===== src/rtl/pc_ras.sv =====
// pc_ras: fetch program counter with a circular return-address stack, interrupt redirect and sticky stack-error flags
// Ports:
//   clk, rst (async, active-low)   clock and reset
//   pcEn                           advance enable; low holds PC, stack and flags (clr_err still acts)
//   branch/jump/call/ret/irq       control strobes, priority irq > ret > call > jump > branch
//   clr_err                        clear ras_ovf/ras_unf
//   disp, dSrc                     signed branch displacement, jump/call target
//   pc, pc1                        registered PC, combinational pc + (branch ? sext(disp) : 1)
//   ras_empty, ras_full            stack occupancy
//   ras_ovf, ras_unf               sticky push-while-full / pop-while-empty
module pc_ras #(
    parameter int DATAWIDTH = 16,
    parameter int DISPWIDTH = 8,
    parameter int RAS_DEPTH = 4,
    parameter logic [DATAWIDTH-1:0] RESET_VEC = '0,
    parameter logic [DATAWIDTH-1:0] IRQ_VEC = 16'h0010
) (
    input  logic                 clk,
    input  logic                 rst,
    input  logic                 pcEn,
    input  logic                 branch,
    input  logic                 jump,
    input  logic                 call,
    input  logic                 ret,
    input  logic                 irq,
    input  logic                 clr_err,
    input  logic [DISPWIDTH-1:0] disp,
    input  logic [DATAWIDTH-1:0] dSrc,
    output logic [DATAWIDTH-1:0] pc,
    output logic [DATAWIDTH-1:0] pc1,
    output logic                 ras_empty,
    output logic                 ras_full,
    output logic                 ras_ovf,
    output logic                 ras_unf
);
    localparam int PW = $clog2(RAS_DEPTH);
    localparam int CW = PW + 1;

    logic [DATAWIDTH-1:0] stack [RAS_DEPTH];
    logic [PW-1:0]        top;
    logic [CW-1:0]        cnt;
    logic [DATAWIDTH-1:0] pc_inc, pc_next, push_val;
    logic                 push, pop, new_ovf, new_unf;

    assign pc_inc    = pc + DATAWIDTH'(1);
    assign pc1       = pc + (branch ? DATAWIDTH'($signed(disp)) : DATAWIDTH'(1));
    assign ras_empty = cnt == '0;
    assign ras_full  = cnt == CW'(RAS_DEPTH);

    always_comb begin
        push     = irq | (~ret & call);
        pop      = ~irq & ret;
        push_val = irq ? pc : pc_inc;
        new_ovf  = push & ras_full;
        new_unf  = pop & ras_empty;
        pc_next  = irq ? IRQ_VEC :
                   ret ? (ras_empty ? pc_inc : stack[top]) :
                   (call | jump) ? dSrc : pc1;
    end

    // A push while full lands on top+1, which is the oldest entry, so the overwrite needs no extra logic.
    always_ff @(posedge clk) begin
        if (pcEn && push)
            stack[top + 1'b1] <= push_val;
    end

    always_ff @(posedge clk or negedge rst) begin
        if (!rst) begin
            pc      <= RESET_VEC;
            top     <= '0;
            cnt     <= '0;
            ras_ovf <= 1'b0;
            ras_unf <= 1'b0;
        end else begin
            if (pcEn) begin
                pc <= pc_next;
                if (push) begin
                    top <= top + 1'b1;
                    if (!ras_full)
                        cnt <= cnt + 1'b1;
                end else if (pop && !ras_empty) begin
                    top <= top - 1'b1;
                    cnt <= cnt - 1'b1;
                end
            end
            // A new error in the same cycle as clr_err wins.
            ras_ovf <= (ras_ovf & ~clr_err) | (pcEn & new_ovf);
            ras_unf <= (ras_unf & ~clr_err) | (pcEn & new_unf);
        end
    end
endmodule


===== config.mk =====
export PLATFORM = sky130hd
export DESIGN_NAME = pc_ras
export DESIGN_NICKNAME = d
export VERILOG_FILES = /design/src/rtl/pc_ras.sv
export SDC_FILE = /design/constraint.sdc
export NUM_CORES = 1
export LEC_CHECK = 0
export ABC_AREA = 1
export CAP_MARGIN = 20
export CORE_MARGIN = 1
export CORE_UTILIZATION = 51
export DETAILED_ROUTE_END_ITERATION = 10
export GPL_TIMING_DRIVEN = 0
export PLACE_DENSITY = 0.77
export SYNTH_ARGS = -nofsm -noshare
export SYNTH_HDL_FRONTEND = slang
export SYNTH_SLANG_ARGS = --single-unit

===== constraint.sdc =====
create_clock -name clk -period 3 [get_ports clk]
set_clock_uncertainty 0.2 [all_clocks]
set_input_delay 0.75 -clock clk [delete_from_list [all_inputs] [get_ports clk]]
set_output_delay 0.75 -clock clk [all_outputs]
set_load 0.05 [all_outputs]

==> impl_results.md, run 1 <==
- Mapped Cells: 663
- Nets: 842
- Synthesis Warnings: 0
- Layout cell share with drive strength beyond 1: 27.88%
- Total Wirelength: 17480 µm
- Ports: 69
- Core box area: 10280 µm²
- Slew HR: 60.30%
- Global-route usage over all layers: 31.01%
- Reg clk slew, reported paths: 80 ps
- CP arrival: 2470 ps
- Final Hold Viols: 0
- Hold WC Path Type: flip-flop to flip-flop
- Buffers on Ports: 67
- Clock sinks: 87
- Slack of the worst reg-to-reg path: -160 ps
- Clk buf depth: 2
- Failing checks: negative setup slack
- Number of synthesized flops with an enable pin: 64
- Placed cell count: 866
- Startpoint Class: input port
- Worst Tran Pin Value: 595.6 ps
- R2R depth: 20
- Die H: 104.8 µm
- FF+latch count, synth: 87
- Initial Utilization: 52.45%
- Root buf cell: clkbuf_8
- Detailed Route Iter0 Violations: 525
- Syn Nets: 710
- Leak Pwr: 0.003187 µW
- Die Wd: 104.8 µm
- # DRC: 0
- Post-DP HPWL: 11260 µm
- Syn avg cell area: 8.130 µm²
- Drt wl/cell: 18.67 µm
- Synth Flop Type: edfxtp_1
- Syn-to-layout area delta: 39.51%
- RR Startpoint: pc[0]$_DFFE_PN0P_
- Period utilization: 113.9%
- Min Tclk post-route: 3417 ps
- CTS tree: built
- Initial antenna violation count: 0
- Fraction of registers with async set/reset: 26.44%
- RSZ-0062 raised after global routing: yes
- Post-Syn Area: 5390 µm²
- Sequential Area: 2497 µm²
- Vias in the first global route: 5336
- Multi-input logic area: 3062 µm²
- Final Wtd Congestion: 0.9470
- Via-to-Cell Ratio: 5.812
- Fillers: 707
- ANT nets after route: 0
- Crit end category: output port
- Pre-CTS setup slack: -1735 ps
- H-tree Lvls: 3
- Setup violations, final: 15
- Post-synthesis cell type count: 45
- CTS Buf Count: 9
- # rows: 37
- DR pass1 iterations: 6
- Via count: 5440
- PwrDens: 774.1 nW/µm²
- Status: complete, but fails checks
- Crit path kind: input port to output port
- Worst setup margin: -416.8 ps
- CP Launch Point: disp[5]
- Clk Latency, worst-skew pair: 360 ps
- DIE AREA: 10980 µm²
- VDD IR-drop max: 0.5697 mV
- Largest net degree at the start of global routing: 24
- First-pass GRT wire length: 26230 µm
- Fmax achieved: 292.7 MHz
- Hold-fix buffer count after cts: 0
- Slew Viols, Final: 0
- Grt total ovfl: 0
- Worst r2r dst: pc[12]$_DFFE_PN0P_
- Seq/Total Area, Yosys: 46.33%
- Setup TNS: -4589 ps
- Ant diodes: 0
- Worst Path Max Fanout: 4
- Maxcap violations: 0
- Worst EP required: 2050 ps
- Worst setup path endpoint: pc1[11]
- Final Non-Filler Cells: 936
## area by class of cell
class                           count  area share [%]
Tap cell                          136           2.263
Buffer                             26           1.880
Timing Repair Buffer              121           15.39
Multi-Input combinational cell    479           40.72
Sequential cell                    87           33.21
Clock buffer                        9           1.647
Clock inverter                      7           1.165
Inverter                           71           3.727
## through the flow
step,hold WS (ps),total power [µW],cell area (µm²),utilization [%]
after global placement,258.3,4384,6435,62.61
final,277.4,5821,7520,73.17
after detailed placement,257.4,4456,6445,62.71
after global routing,319.1,6088,7520,73.17
after floorplan,241.6,3594,5594,-
after CTS,276.8,5524,7098,69.07
## flip-flops by register name, summed over array words and instances (netlist names)
signal	flops
pc	16
stack	64
cnt	3
top	2
ras_unf	1
ras_ovf	1
## kinds of logic after synthesis
family          count (synthesis)  share of synthesized area [%]
buf+inv                        97                          7.451
compound gates                107                          11.31
xor+xnor                       21                          3.551
fa+ha+maj                      14                          3.528
flops                          87                          46.33
simple gates                  337                          27.83
## layer usage
| layer | up-vias | share of wire, % | wire (µm) | track usage, % |
|---|---|---|---|---|
| met5 | - | 0 | 0 | 0 |
| met4 | 0 | 2.9 | 499 | 13.08 |
| met3 | 51 | 7.8 | 1361 | 5.178 |
| met2 | 302 | 49 | 8489 | 52.98 |
| met1 | 2605 | 41 | 7128 | 38.91 |
| li1 | 2482 | - | - | - |
## where the power goes
group	total [µW]	internal, µW	switching [µW]
combinational	3210	1140	2080
clock	867	461	405
sequential	1740	1560	184
## repair_timing
action                                  4_1_cts  5_1_grt
pin swaps                                    42       47
endpoints found under the setup margin       20       50
resized for setup                           165       76
setup buffers                                42       14
## how the worst min path moves through the flow
stage / cells past startpoint / endpoint / start / slack [ps]
3_5_place_dp: 1 / cnt[2]$_DFFE_PN0P_ / cnt[2]$_DFFE_PN0P_ / 260
5_1_grt: 1 / cnt[2]$_DFFE_PN0P_ / cnt[2]$_DFFE_PN0P_ / 320
3_3_place_gp: 1 / cnt[2]$_DFFE_PN0P_ / cnt[2]$_DFFE_PN0P_ / 260
2_1_floorplan: 1 / cnt[2]$_DFFE_PN0P_ / cnt[2]$_DFFE_PN0P_ / 240
4_1_cts: 1 / cnt[2]$_DFFE_PN0P_ / cnt[2]$_DFFE_PN0P_ / 280
6_report: 1 / cnt[2]$_DFFE_PN0P_ / cnt[2]$_DFFE_PN0P_ / 280
## layout by cell type (no fill, tap or decap), types with 23 or more instances in the layout
master	n
a21oi_1	27
nand2_1	145
nand3_1	63
dfrtp_1	23
clkdlybuf4s50_1	41
nor2_1	29
o21ai_0	49
buf_4	45
inv_1	51
edfxtp_1	64
nand2_2	33
## critical path: stages
cell and delay [ps]:
clkdlybuf4s15_1 230, nand2_4 110, inv_2 50, ha_4 310, nand2_2 140, nor2_2 150
nor2_2 60, nand2_4 100, nand2_2 70, nand2_1 100, nand2_2 80, nand2_2 90
clkinvlp_4 90, buf_8 150
## cell usage after synthesis (5+ instances only)
library cell | count | area (µm²)
nand2_1 | 181 | 679.4
edfxtp_1 | 64 | 1922
ha_1 | 12 | 150.1
nand2_4 | 6 | 67.56
nor3_1 | 5 | 25.02
nand2_2 | 11 | 68.82
buf_2 | 9 | 45.04
nor2_1 | 39 | 146.4
a31oi_1 | 6 | 37.54
nand3_1 | 73 | 365.4
nor2_2 | 5 | 31.28
o21ai_0 | 49 | 245.2
inv_1 | 65 | 244.0
clkbuf_1 | 13 | 48.80
a21oi_1 | 29 | 145.1
dfrtp_1 | 23 | 575.6
nand4_1 | 7 | 43.79
xor2_1 | 16 | 140.1
Note: power is estimated with default switching activity, not from simulation.
==> run 2: changes to the inputs <==
--- a/config.mk
+++ b/config.mk
@@ -12,6 +12,7 @@
 export DETAILED_ROUTE_END_ITERATION = 10
 export GPL_TIMING_DRIVEN = 0
 export PLACE_DENSITY = 0.77
+export RECOVER_POWER = 25
 export SYNTH_ARGS = -nofsm -noshare
 export SYNTH_HDL_FRONTEND = slang
 export SYNTH_SLANG_ARGS = --single-unit
==> run 2 against run 1 <==
  * The run still ends with negative setup slack left
  * Maximum frequency about the same
  * Wire length up 0.25%
  * Critical path type unchanged
  * Utilization down 0.24 points
  * Non-clock buffer count unchanged
  * Global-route usage unchanged
  * Power down 0.25%
  * First-iteration DRC count up 3.0%
  * Design area down 0.33%
  * Clock power down 0.5%
  * Highest routed layer unchanged
==> impl_results.md, run 2 (synthesis gave the netlist of run 1 again) <==
- Multi-input logic area: 3062 µm² (unchanged)
- DIE AREA: 10980 µm² (unchanged)
- Via count: 5416 (-0.44%)
- Post-layout util: 72.92% (-0.24 points)
- Final Hold Viols: 0 (unchanged)
- Hold depth: 1 (unchanged)
- Clock sinks: 87 (unchanged)
- Worst Tran Pin Value: 1050 ps (+454.9 ps)
- CTS tree: built
- Layout cell share with drive strength beyond 1: 27.63% (-0.25 points)
- Syn-to-layout area delta: 39.04%
- Initial antenna violation count: 0 (unchanged)
- Maxcap violations: 0 (unchanged)
- Most frequent cells in the layout: nand2_1 (145), edfxtp_1 (64), nand3_1 (63), inv_1 (51), o21ai_0 (49)
- Most common cell after layout, fill and taps aside: nand2_1
- PwrDens: 774.8 nW/µm² (about the same)
- RSZ-0062 raised after global routing: yes
- Period utilization: 114.0% (about the same)
- Die H: 104.8 µm (unchanged)
- Largest register by flop count: stack
- Failing checks: negative setup slack
- Status: complete, but fails checks
- Leak Pwr: 0.003172 µW (-0.47%)
- Setup violations, final: 16 (+1)
- Drt wl/cell: 18.72 µm (+0.25%)
- Final instance area: 7495 µm² (-0.33%)
- Via-to-Cell Ratio: 5.786 (-0.44%)
- Sequential Area: 2497 µm² (unchanged)
- Worst EP required: 2050 ps (about the same)
- R2R depth: 20 (unchanged)
- Detailed Route Iter0 Violations: 541 (+3.0%)
- Die Wd: 104.8 µm (unchanged)
- Min Tclk post-route: 3420 ps (+3.030 ps)
- Clk buf depth: 2 (unchanged)
- VDD IR-drop max: 0.5696 mV (about the same)
- Worst setup margin: -419.8 ps (-3.030 ps)
- Ports: 69 (unchanged)
- Kind of cell adding the most delay to the critical path: simple AND/OR/NAND/NOR gates
- Ant diodes: 0 (unchanged)
- Placement Cell Area: 6445 µm² (unchanged)
- CTS Buf Count: 9 (unchanged)
- Global-route usage over all layers: 31.01% (unchanged)
- Crit path largest cell delay: 310 ps (about the same)
- Vias in the first global route: 5336 (unchanged)
- Slew HR: 29.97% (-30 points)
- Post-DP HPWL: 11260 µm (unchanged)
- Crit path kind: input port to output port
- Core box area: 10280 µm² (unchanged)
- Final Wtd Congestion: 0.9470 (unchanged)
- Worst Path Max Fanout: 4 (unchanged)
- ANT nets after route: 0 (unchanged)
- Root buf cell: clkbuf_8
- Largest net degree at the start of global routing: 24 (unchanged)
- First-pass GRT wire length: 26230 µm (unchanged)
- Critical hold path startpoint: cnt[2]$_DFFE_PN0P_
- Reg clk slew, reported paths: 80 ps (about the same)
- Fillers: 712 (+0.71%)
- Total power: 5807 µW (-0.25%)
- Largest regs: stack (64), pc (16), cnt (3)
- Clk Latency, worst-skew pair: 360 ps (about the same)
- Nets: 842 (unchanged)
- Grt total ovfl: 0 (unchanged)
- RR Startpoint: pc[0]$_DFFE_PN0P_
- Fmax achieved: 292.4 MHz (about the same)
- Worst path depth: 14 (unchanged)
- DR pass1 iterations: 6 (unchanged)
- CP arrival: 2470 ps (about the same)
- Startpoint Class: input port
- # DRC: 0 (unchanged)
- Buffers on Ports: 67 (unchanged)
- CP max stage cell: ha_4
- Total Wirelength: 17520 µm (+0.25%)
- Top cell by count, worst path: nand2_2
- Initial Utilization: 52.45% (unchanged)
- Hold-fix buffer count after cts: 0 (unchanged)
- Crit end category: output port
- H-tree Lvls: 3 (unchanged)
- Critical path, cell by cell: clkdlybuf4s15_1, nand2_4, inv_2, ha_4, nand2_2, nor2_2, nor2_2, nand2_4, nand2_2, nand2_1, nand2_2, nand2_2, clkinvlp_4, buf_8
- # rows: 37 (unchanged)
- Buf/Inv on CP: 4 (unchanged)
- Slew Viols, Final: 0 (unchanged)
- CP Launch Point: disp[5]
- Hold WC Path Type: flip-flop to flip-flop
- Max FFs per register: 64 (unchanged)
run 2: layout make-up:
cell class,instances,share of cell area [%]
multi-input cells,479,40.85
flip-flops and latches,87,33.32
repair buffers,121,15.13
inverters,71,3.740
well taps,136,2.270
plain buffers,26,1.870
clock buffers,9,1.653
clock inverters,7,1.169
run 2: repair_timing:
item	CTS	global route
gates resized for setup	165	76
pin swaps	42	47
buffers inserted	42	14
endpoints found under the setup margin	20	50
run 2: routing by layer:
layer	share of wire [%]	global-route usage (%)
met4	2.9	13.08
met5	0	0
met2	49	52.98
met3	8.0	5.178
met1	40	38.91
run 2: path summary, 6_finish.rpt:
path                            slack, ps                  to
max in group asynchronous             840  pc[14]$_DFFE_PN0P_
worst min register to register        280  cnt[2]$_DFFE_PN0P_
worst max register to register       -160  pc[12]$_DFFE_PN0P_
min in group asynchronous             500  cnt[0]$_DFFE_PN0P_
worst min-delay path                  280  cnt[2]$_DFFE_PN0P_
worst max-delay path                 -420             pc1[11]
run 2: report_power, final:
| group | switching, µW | leakage [µW] | internal, µW | total [µW] |
|---|---|---|---|---|
| Sequential | 184 | 0.000885 | 1560 | 1740 |
| Combinational | 2070 | 0.00219 | 1130 | 3200 |
| Clock | 401 | 0.000100 | 461 | 863 |
| Total | 2660 | 0.00317 | 3150 | 5810 |
run 2: metrics by stage:
stage	setup slack [ps]	setup TNS [ps]	hold WS, ps	cells
final	-419.8	-4734	277.6	936
after global routing	-467.8	-5565	319.1	936
after CTS	-331.8	-3321	276.8	924
after detailed placement	-1735	-40760	257.4	866
after global placement	-1734	-63930	258.3	866
after floorplan	-152.8	-733.4	241.6	663
==> run 3: changes to the inputs <==
--- a/config.mk
+++ b/config.mk
@@ -11,6 +11,7 @@
 export CORE_UTILIZATION = 51
 export DETAILED_ROUTE_END_ITERATION = 10
 export GPL_TIMING_DRIVEN = 0
+export MAX_ROUTING_LAYER = met4
 export PLACE_DENSITY = 0.77
 export RECOVER_POWER = 25
 export SYNTH_ARGS = -nofsm -noshare
==> run 3 against run 2 <==
  * The run ends with design-rule violations, negative setup slack left
  * Global-route usage decreased by 0.62 points
  * Combinational power decreased by 5%
  * Critical path depth decreased by 1
  * Maximum frequency increased by 0.89%
  * Power decreased by 2.8%
  * Wire length decreased by 8.2%
  * Setup slack improved by 30 ps
  * Sequential share of layout area increased by 1.2 points
  * Register-to-register slack improved by 40 ps
  * Flip-flop and latch count unchanged
  * Critical endpoint is now pc1[12]
  * Highest routed layer unchanged
==> impl_results.md, run 3 (synthesis gave the netlist of run 1 again) <==
- Status: complete, but fails checks
- Failing checks: design-rule violations, negative setup slack
- Maxcap violations: 0 (unchanged)
- Routing usage on met2: 48.53% (-4.4 points)
- Ant diodes: 0 (unchanged)
- Clock sinks: 87 (unchanged)
- H-tree Lvls: 3 (unchanged)
- RR Startpoint: pc[4]$_DFFE_PN0P_
- Crit end category: output port
- Slew Viols, Final: 0 (unchanged)
- Setup TNS: -3632 ps (+1101 ps)
- # DRC: 2 (+2)
- Worst Path Max Fanout: 8 (+4)
- Die Wd: 104.8 µm (unchanged)
- Ports: 69 (unchanged)
- Layout cell share with drive strength beyond 1: 24.55% (-3.1 points)
- Setup violations, final: 16 (unchanged)
- Detailed Route Iter0 Violations: 551 (+1.8%)
- Crit path kind: input port to output port
- Met1 Resource Use GR: 39.62% (+0.71 points)
- CTS Buf Count: 9 (unchanged)
- First-pass GRT wire length: 24780 µm (-5.5%)
- Hold EP: cnt[2]$_DFFE_PN0P_
- Max FFs per register: 64 (unchanged)
- PwrDens: 779.7 nW/µm² (+0.63%)
- CTS tree: built
- Slew HR: 37.23% (+7.3 points)
- Core box area: 10280 µm² (unchanged)
- Largest regs: stack (64), pc (16), cnt (3)
- Largest register by flop count: stack
- Drt wl/cell: 17.60 µm (-6.0%)
- Worst Tran Pin Value: 941.5 ps (-108.9 ps)
- Slack of the worst reg-to-reg path: -120 ps (+40 ps)
- VDD IR-drop max: 0.4695 mV (-18%)
- Leak Pwr: 0.003038 µW (-4.2%)
- Clk buf depth: 2 (unchanged)
- Final Hold Viols: 0 (unchanged)
- Initial antenna violation count: 0 (unchanged)
- Die H: 104.8 µm (unchanged)
- Buffers on Ports: 67 (unchanged)
- R2R depth: 23 (+15%)
- Most common cell after layout, fill and taps aside: nand2_1
- RSZ-0062 raised after global routing: yes
- Final Wtd Congestion: 0.9631 (+1.7%)
- ANT nets after route: 0 (unchanged)
- Nets: 820 (-2.6%)
- GR peak layer: met2
- CP arrival: 2440 ps (-30 ps)
- Total power: 5646 µW (-2.8%)
- Reg clk slew, reported paths: 80 ps (about the same)
- Worst setup margin: -389.5 ps (+30.31 ps)
- Critical hold path startpoint: cnt[2]$_DFFE_PN0P_
- Worst r2r dst: pc[12]$_DFFE_PN0P_
- Clk Latency, worst-skew pair: 370 ps (about the same)
- DR pass1 iterations: 9 (+3)
- Worst EP required: 2050 ps (about the same)
- Most frequent cells in the layout: nand2_1 (149), nand3_1 (65), edfxtp_1 (64), inv_1 (52), o21ai_0 (49)
- Post-layout util: 70.47% (-2.5 points)
- Final Non-Filler Cells: 914 (-2.4%)
- Vias in the first global route: 4914 (-7.9%)
- Hold Slack: 271.1 ps (-6.548 ps)
- Initial Utilization: 52.45% (unchanged)
- Via count: 5141 (-5.1%)
- Post-DP HPWL: 11260 µm (about the same)
- Startpoint Class: input port
- Placed cell count: 867 (+0.12%)
- Root buf cell: clkbuf_8
- Hold depth: 1 (unchanged)
- Min Tclk post-route: 3389 ps (-30.31 ps)
- Grt total ovfl: 0 (unchanged)
- # rows: 37 (unchanged)
- Total Wirelength: 16080 µm (-8.2%)
- Fmax achieved: 295.0 MHz (+0.89%)
- Period utilization: 113.0% (-1.0 points)
- Via-to-Cell Ratio: 5.625 (-2.8%)
- Largest net degree at the start of global routing: 24 (unchanged)
- Global-route usage over all layers: 30.39% (-0.62 points)
- GR Util met3: 3.182% (-2.0 points)
- Hold WC Path Type: flip-flop to flip-flop
- DIE AREA: 10980 µm² (unchanged)
- Syn-to-layout area delta: 34.35%
## run 3: through the flow
| stage | setup slack (ps) | cell area (µm²) |
|---|---|---|
| floorplan | -152.8 | 5594 |
| global placement | -1742 | 6435 |
| detailed placement | -1767 | 6460 |
| CTS | -332.1 | 6972 |
| global route | -435.6 | 7242 |
| finish | -389.5 | 7242 |
## run 3: critical path, cell delays in order
cell	delay, ps
buf_8	70
buf_8	120
nand2_4	50
ha_4	160
fa_2	390
nand2_2	110
nand3_4	120
nand2_2	110
nand2_4	70
nand2_4	60
nand3b_1	100
and2_4	170
buf_8	140
## run 3: layer usage
layer  wire length (µm)  part of all wire [%]
met1               6784                    42
met4                401                   2.5
met2               7819                    49
met5                  0                     0
met3               1080                   6.7
## run 3: area by class of cell
cell class / instances / area [µm²]
Multi-Input combinational cell: 479 / 2955
Clock buffer: 9 / 123.9
Inverter: 71 / 280.3
Clock inverter: 7 / 87.58
Sequential cell: 87 / 2497
Tap cell: 136 / 170.2
Timing Repair Buffer: 99 / 992.2
Buffer: 26 / 135.1
Fill cell: 792 / 3035
## run 3: power by group
group,switching [µW],internal (µW),total (µW)
Sequential,180,1560,1740
Clock,415,463,878
Combinational,1980,1050,3030
## run 3: worst max path at each step
stage | start | cells after the start | slack, ps | to
2_1_floorplan | branch | 12 | -150 | pc1[12]
3_3_place_gp | branch | 14 | -1740 | pc1[12]
3_5_place_dp | branch | 14 | -1770 | pc1[12]
4_1_cts | branch | 14 | -330 | pc1[12]
5_1_grt | branch | 13 | -440 | pc1[12]
6_report | branch | 13 | -390 | pc1[12]
## run 3: what timing repair did
item                       in CTS  in global routing
cloned                          0                  0
setup endpoints to repair      20                 17
setup buffers                  20                 12
hold buffers                    0                  0
gates resized for setup       168                 52
pin swaps                      42                 25
